`src/rtl/sr_cmd_sequencer_if.sv`:
```
// rtl/sr_cmd_sequencer_if.sv - set/clear command handshake bundle
interface sr_cmd_sequencer_if;
    logic cmd_valid;
    logic cmd_op;
    logic cmd_ready;

    modport master (output cmd_valid, output cmd_op, input cmd_ready);
    modport slave  (input cmd_valid, input cmd_op, output cmd_ready);
endinterface

```
`src/rtl/sr_cmd_sequencer.sv`:
```
// rtl/sr_cmd_sequencer.sv - queued set/clear pulse sequencer for an S-R flip-flop
module sr_cmd_sequencer #(
    parameter int DEPTH          = 4,
    parameter int PULSE          = 1,
    parameter int GAP            = 1,
    parameter int SKIP_REDUNDANT = 1
) (
    input  logic                   clk,
    input  logic                   reset,
    sr_cmd_sequencer_if.slave      cmd,
    input  logic                   q_fb,
    output logic                   s,
    output logic                   r,
    output logic                   busy,
    output logic [$clog2(DEPTH):0] level,
    output logic [7:0]             drop_cnt
);

    localparam int AW   = $clog2(DEPTH);
    localparam int LW   = AW + 1;
    localparam int CMAX = (PULSE > GAP) ? PULSE : GAP;
    localparam int CW   = (CMAX > 1) ? $clog2(CMAX) : 1;

    typedef enum logic [1:0] {ST_IDLE, ST_DRIVE, ST_GAP} state_t;

    state_t          state, state_nxt;
    logic [CW-1:0]   cnt, cnt_nxt;
    logic            s_nxt, r_nxt;
    logic [7:0]      drop_nxt;
    logic            push, pop;
    logic            head_op;
    logic [AW-1:0]   wr_ptr, rd_ptr;
    logic            mem [DEPTH];

    // Ready depends only on registered level so a same-cycle pop never opens a full FIFO.
    assign cmd.cmd_ready = (level != LW'(DEPTH));
    assign push          = cmd.cmd_valid && cmd.cmd_ready;
    assign head_op       = mem[rd_ptr];
    assign busy          = (level != '0) || (state != ST_IDLE);

    always_ff @(posedge clk) begin
        if (push) begin
            mem[wr_ptr] <= cmd.cmd_op;
        end
    end

    always_ff @(posedge clk) begin
        if (reset) begin
            wr_ptr   <= '0;
            rd_ptr   <= '0;
            level    <= '0;
            state    <= ST_IDLE;
            cnt      <= '0;
            s        <= 1'b0;
            r        <= 1'b0;
            drop_cnt <= '0;
        end else begin
            if (push) wr_ptr <= wr_ptr + AW'(1);
            if (pop)  rd_ptr <= rd_ptr + AW'(1);
            case ({push, pop})
                2'b10:   level <= level + LW'(1);
                2'b01:   level <= level - LW'(1);
                default: level <= level;
            endcase
            state    <= state_nxt;
            cnt      <= cnt_nxt;
            s        <= s_nxt;
            r        <= r_nxt;
            drop_cnt <= drop_nxt;
        end
    end

    // s_nxt/r_nxt default low, so only the IDLE pop can raise exactly one of them.
    always_comb begin
        state_nxt = state;
        cnt_nxt   = cnt;
        s_nxt     = 1'b0;
        r_nxt     = 1'b0;
        pop       = 1'b0;
        drop_nxt  = drop_cnt;
        case (state)
            ST_IDLE: begin
                if (level != '0) begin
                    pop = 1'b1;
                    if ((SKIP_REDUNDANT != 0) && (head_op == q_fb)) begin
                        if (drop_cnt != 8'hff) drop_nxt = drop_cnt + 8'd1;
                    end else begin
                        s_nxt     = head_op;
                        r_nxt     = ~head_op;
                        cnt_nxt   = CW'(PULSE - 1);
                        state_nxt = ST_DRIVE;
                    end
                end
            end
            ST_DRIVE: begin
                if (cnt == '0) begin
                    if (GAP > 0) begin
                        state_nxt = ST_GAP;
                        cnt_nxt   = CW'(GAP - 1);
                    end else begin
                        state_nxt = ST_IDLE;
                    end
                end else begin
                    s_nxt   = s;
                    r_nxt   = r;
                    cnt_nxt = cnt - CW'(1);
                end
            end
            ST_GAP: begin
                if (cnt == '0) state_nxt = ST_IDLE;
                else           cnt_nxt   = cnt - CW'(1);
            end
            default: state_nxt = ST_IDLE;
        endcase
    end

endmodule
```
`src/flat_wrapper.sv`:
```
// flat-port wrapper written by rule: the top's interface ports become plain ports
module sr_cmd_sequencer_flat 
#(
    parameter int DEPTH          = 4,
    parameter int PULSE          = 1,
    parameter int GAP            = 1,
    parameter int SKIP_REDUNDANT = 1
)
  (clk, reset, q_fb, s, r, busy, level, drop_cnt, cmd_cmd_valid, cmd_cmd_op, cmd_cmd_ready);
  sr_cmd_sequencer_if cmd_i ();
  input  logic clk;
  input  logic reset;
  input  logic q_fb;
  output logic s;
  output logic r;
  output logic busy;
  output logic [$clog2(DEPTH):0] level;
  output logic [7:0] drop_cnt;
  input wire logic [$bits(cmd_i.cmd_valid)-1:0] cmd_cmd_valid;
  input wire logic [$bits(cmd_i.cmd_op)-1:0] cmd_cmd_op;
  output wire logic [$bits(cmd_i.cmd_ready)-1:0] cmd_cmd_ready;
  assign cmd_i.cmd_valid = cmd_cmd_valid;
  assign cmd_i.cmd_op = cmd_cmd_op;
  assign cmd_cmd_ready = cmd_i.cmd_ready;
  sr_cmd_sequencer #(.DEPTH(DEPTH), .PULSE(PULSE), .GAP(GAP), .SKIP_REDUNDANT(SKIP_REDUNDANT)) u_core (.clk(clk), .reset(reset), .cmd(cmd_i), .q_fb(q_fb), .s(s), .r(r), .busy(busy), .level(level), .drop_cnt(drop_cnt));
endmodule
```
`config.mk`:
```
export PLATFORM = sky130hd
export DESIGN_NAME = sr_cmd_sequencer_flat
export DESIGN_NICKNAME = d
export VERILOG_FILES = /design/src/rtl/sr_cmd_sequencer_if.sv /design/src/rtl/sr_cmd_sequencer.sv /design/src/flat_wrapper.sv
export SDC_FILE = /design/constraint.sdc
export NUM_CORES = 1
export LEC_CHECK = 0
export ABC_AREA = 1
export CAP_MARGIN = 20
export CORE_MARGIN = 10
export CORE_UTILIZATION = 40
export DETAILED_ROUTE_END_ITERATION = 8
export PLACE_DENSITY = 0.6
export SLEW_MARGIN = 20
export SYNTH_ARGS = -nofsm -noshare
export SYNTH_HDL_FRONTEND = slang
export SYNTH_SLANG_ARGS = --single-unit
```
`constraint.sdc`:
```
create_clock -name clk -period 1.9 [get_ports clk]
set_input_delay 0.38 -clock clk [delete_from_list [all_inputs] [get_ports clk]]
set_output_delay 0.38 -clock clk [all_outputs]
set_load 0.01 [all_outputs]
```
==> flow_metrics.py <==
metrics = {
    "run_status": {
        "status": "finished clean",
    },
    "timing": {
        "hold_viol": 0,
        "worst_slack_ns": 0.1085,
        "report.final.slew_viol_count": 0,
        "final.setup_skew_ns": 0.003959,
        "tightest_slew_ns": 0.2468,
        "grt_setup_unrepaired": "no",
        "hold_slack_ns": 0.4101,
        "max_freq_mhz": 558.2,
        "period_minus_slack_ns": 1.791,
        "relSlewSlack": 0.8353,
        "setup_viol": 0,
        "timing.final.crit_share": 0.9429,
    },
    "drt": {
        "drt-total-wl_um": 2615,
        "vias": 1086,
        "first_iter_violations": 61,
        "viasPerCell": 4.506,
        "drc": 0,
        "final_antenna_net_count": 0,
        "avgRoutedWirePerCell_um": 10.85,
        "dr.pass1.iters": 4,
    },
    "power": {
        "ir_worst_vdd_v": 0.0005757,
        "clockPowerShare": 0.123,
        "cell_internal_pwr_w": 0.001144,
        "cellLeakagePower_nw": 0.6943,
        "switching_share": 0.4108,
        "power_frac_seq": 0.361,
        "pwr-share-comb": 0.516,
        "powerDensity_nw_per_um2": 1145,
        "net-switching-power_w": 0.0007975,
    },
    "worst_setup_path": {
        "crit_chain": "inv_2, nand3_4, buf_4, inv_1, nand2_1, dlygate4sd2_1",
        "endpoint_kind": "primary output",
        "cp-start-kind": "flip-flop",
        "timing.critical_path.from": "u_core.level[1]$_SDFFE_PP0P_",
        "crit_arrival_ns": 1.41,
        "r2r_start": "u_core.state[1]$_SDFFE_PP0P_",
        "path_class": "flip-flop to primary output",
        "critPathMaxFanout": 4,
        "reg2reg_depth": 13,
        "cp_slowest_cell": "dfxtp_2",
        "crit_required_ns": 1.52,
        "worst_path_largest_cell_delay_ns": 0.36,
    },
    "clock_tree": {
        "clk_latency_ns": 0.31,
        "clockBufferDepth": 2,
        "root_buffer": "clkbuf_4",
        "clk_pin_slew_ns": 0.14,
        "ctsHoldBuffers": 0,
        "cts_tree": "built",
        "cts_buffers": 3,
        "cts_setup_buffers": 0,
        "htreeDepth": 1,
        "cts_num_sinks": 25,
    },
    "global_routing": {
        "gr-usage-all-layers": 0.08934,
        "grt_overflow": 0,
        "grt_max_degree": 15,
        "grt_pass1_vias": 1045,
        "antenna_found_initial": 0,
        "grt_pass1_wl_um": 4554,
    },
    "logic_synthesis": {
        "synth_xor_area_frac": 0.01925,
        "synth_cells": 167,
        "synth_mux_area_frac": 0,
        "synth-adder-area-share": 0.08799,
        "postSynthRegisterBits": 25,
        "syn_nets": 181,
        "synth.cell_area_sq_um": 1365,
        "yosys.area_share.simple": 0.3052,
        "synth_top_family_by_area": "simple AND/OR/NAND/NOR gates",
        "ys_seq_area_frac": 0.3960,
        "synth.avg_cell_area_sq_um": 8.174,
        "synth_compound_area_frac": 0.1027,
        "synth_cell_types": 25,
        "ys_warn_count": 0,
    },
    "cells_and_area": {
        "mostFrequentLayoutCells": "31 x nand2_1, 22 x inv_1, 18 x dfxtp_1, 17 x nor2_1, 17 x clkdlybuf4s50_1",
        "layout-drive-gt1-share": 0.2615,
        "num_antenna_cells": 0,
        "area_delta_synth_final_pct": 24.20,
        "nNetsFinal": 210,
        "final-seq-area_sq_um": 544.3,
        "layout_commonest_cell": "nand2_1",
        "final_area_sq_um": 1695,
        "multi_input_area_sq_um": 710.7,
        "final.fill_count": 344,
    },
    "job": {
        "max-cap-violations": 0,
    },
    "hold_path": {
        "holdPathStages": 1,
        "worstHoldStart": "u_core.state[1]$_SDFFE_PP0P_",
        "min-delay-path-class": "flip-flop to flip-flop",
    },
    "floorplan": {
        "start_util": 0.4123,
        "num_rows": 21,
        "fp.dieW_um": 78.42,
        "pin_count": 20,
        "die_y_um": 78.42,
        "design.die.area_sq_um": 6149,
        "core_sq_um": 3311,
    },
    "place": {
        "pre_cts_ws_ns": -0.08209,
        "gp_congestion": 0.8044,
        "place_area_sq_um": 1653,
        "dp_hpwl_um": 2103,
        "portBuffers": 19,
    },
}
cell type report:
cell class,count,area share
timing repair buffer,25,0.1395
clock inverter,1,0.002952
multi-input combinational,110,0.4192
tap,46,0.03395
clock buffer,3,0.01328
inverter,31,0.07011
sequential,25,0.3210
power by group through the flow:
stage	sequential [W]	combinational, W	clock (W)
after floorplan	0.000718	0.000663	0
after global placement	0.000705	0.000972	0
after detailed placement	0.000708	0.000999	0
after CTS	0.000697	0.000991	0.000245
after global routing	0.000715	0.00112	0.000276
final	0.000701	0.00100	0.000239
worst max-delay path, delay by kind of cell (launching register included):
kind | cells | cell delay (ns)
simple gates | 2 | 0.12
buf+inv | 4 | 0.61
flops | 1 | 0.36
flip-flops by register name (all words and copies together) (netlist names), named ones only:
name and cells:
u_core.state 2, u_core.drop_cnt 8, u_core.mem 4, u_core.s 1, u_core.r 1, u_core.level 3
u_core.rd_ptr 2, u_core.wr_ptr 2
final timing paths:
| check | endpoint | slack [ns] |
|---|---|---|
| max | busy | 0.11 |
| min | u_core.state[1]$_SDFFE_PP0P_ | 0.41 |
| max reg2reg | u_core.level[2]$_SDFFE_PP0P_ | 0.16 |
| min reg2reg | u_core.state[1]$_SDFFE_PP0P_ | 0.41 |
Yosys cell counts:
| cell | count | area [sq um] |
|---|---|---|
| nand2_1 | 31 | 116.4 |
| inv_1 | 24 | 90.09 |
| dfxtp_1 | 21 | 420.4 |
| nor2_1 | 17 | 63.81 |
| nand2_2 | 12 | 75.07 |
| ha_1 | 8 | 100.1 |
| a21oi_1 | 7 | 35.03 |
| a21oi_2 | 7 | 61.31 |
| inv_2 | 7 | 26.28 |
| edfxtp_1 | 4 | 120.1 |
| o21ai_1 | 4 | 20.02 |
| nand3_1 | 3 | 15.01 |
| o21ai_0 | 3 | 15.01 |
| xor2_1 | 3 | 26.28 |
| nand3_4 | 2 | 35.03 |
| nor2_2 | 2 | 12.51 |
| nor2_4 | 2 | 22.52 |
| nor2_8 | 2 | 40.04 |
| nor3_1 | 2 | 10.01 |
| a32oi_1 | 1 | 8.760 |
| buf_2 | 1 | 5.000 |
| fa_1 | 1 | 20.02 |
| nand2_4 | 1 | 11.26 |
| nand3b_1 | 1 | 7.510 |
| nor3b_1 | 1 | 7.510 |
layer usage:
layer | GRT usage | vias to the layer above | wire (um)
met5 | 0 | - | 0
met2 | 0.1382 | 22 | 1197
met3 | 0.02506 | 2 | 146
li1 | - | 574 | -
met4 | 0.04301 | 0 | 36
met1 | 0.1117 | 488 | 1234
metrics by stage:
step,utilization,TNS (ns),power (W),instances
2_1_floorplan,-,0,0.001381,167
6_report,0.5121,0,0.001941,241
4_1_cts,0.5076,0,0.001933,241
3_5_place_dp,0.4992,-0.2784,0.001707,237
3_3_place_gp,0.4992,-0.1033,0.001677,237
5_1_grt,0.5121,0,0.002113,241
what timing repair did:
item / CTS / global route
endpoints found under the setup margin: 1 / 3
pin swaps: 0 / 1
gates cloned: 0 / 0
resized for setup: 2 / 9
logic make-up (layout without fill, tap and decap cells):
logic type,after synthesis,after routing
adder cells (fa/ha/maj),9,9
AO/OA/AOI/OAI,22,22
flip-flops,25,25
XOR/XNOR,3,3
AND/OR/NAND/NOR,76,76
buffers and inverters,32,60
No activity file was read; power rests on OpenSTA's default activity.
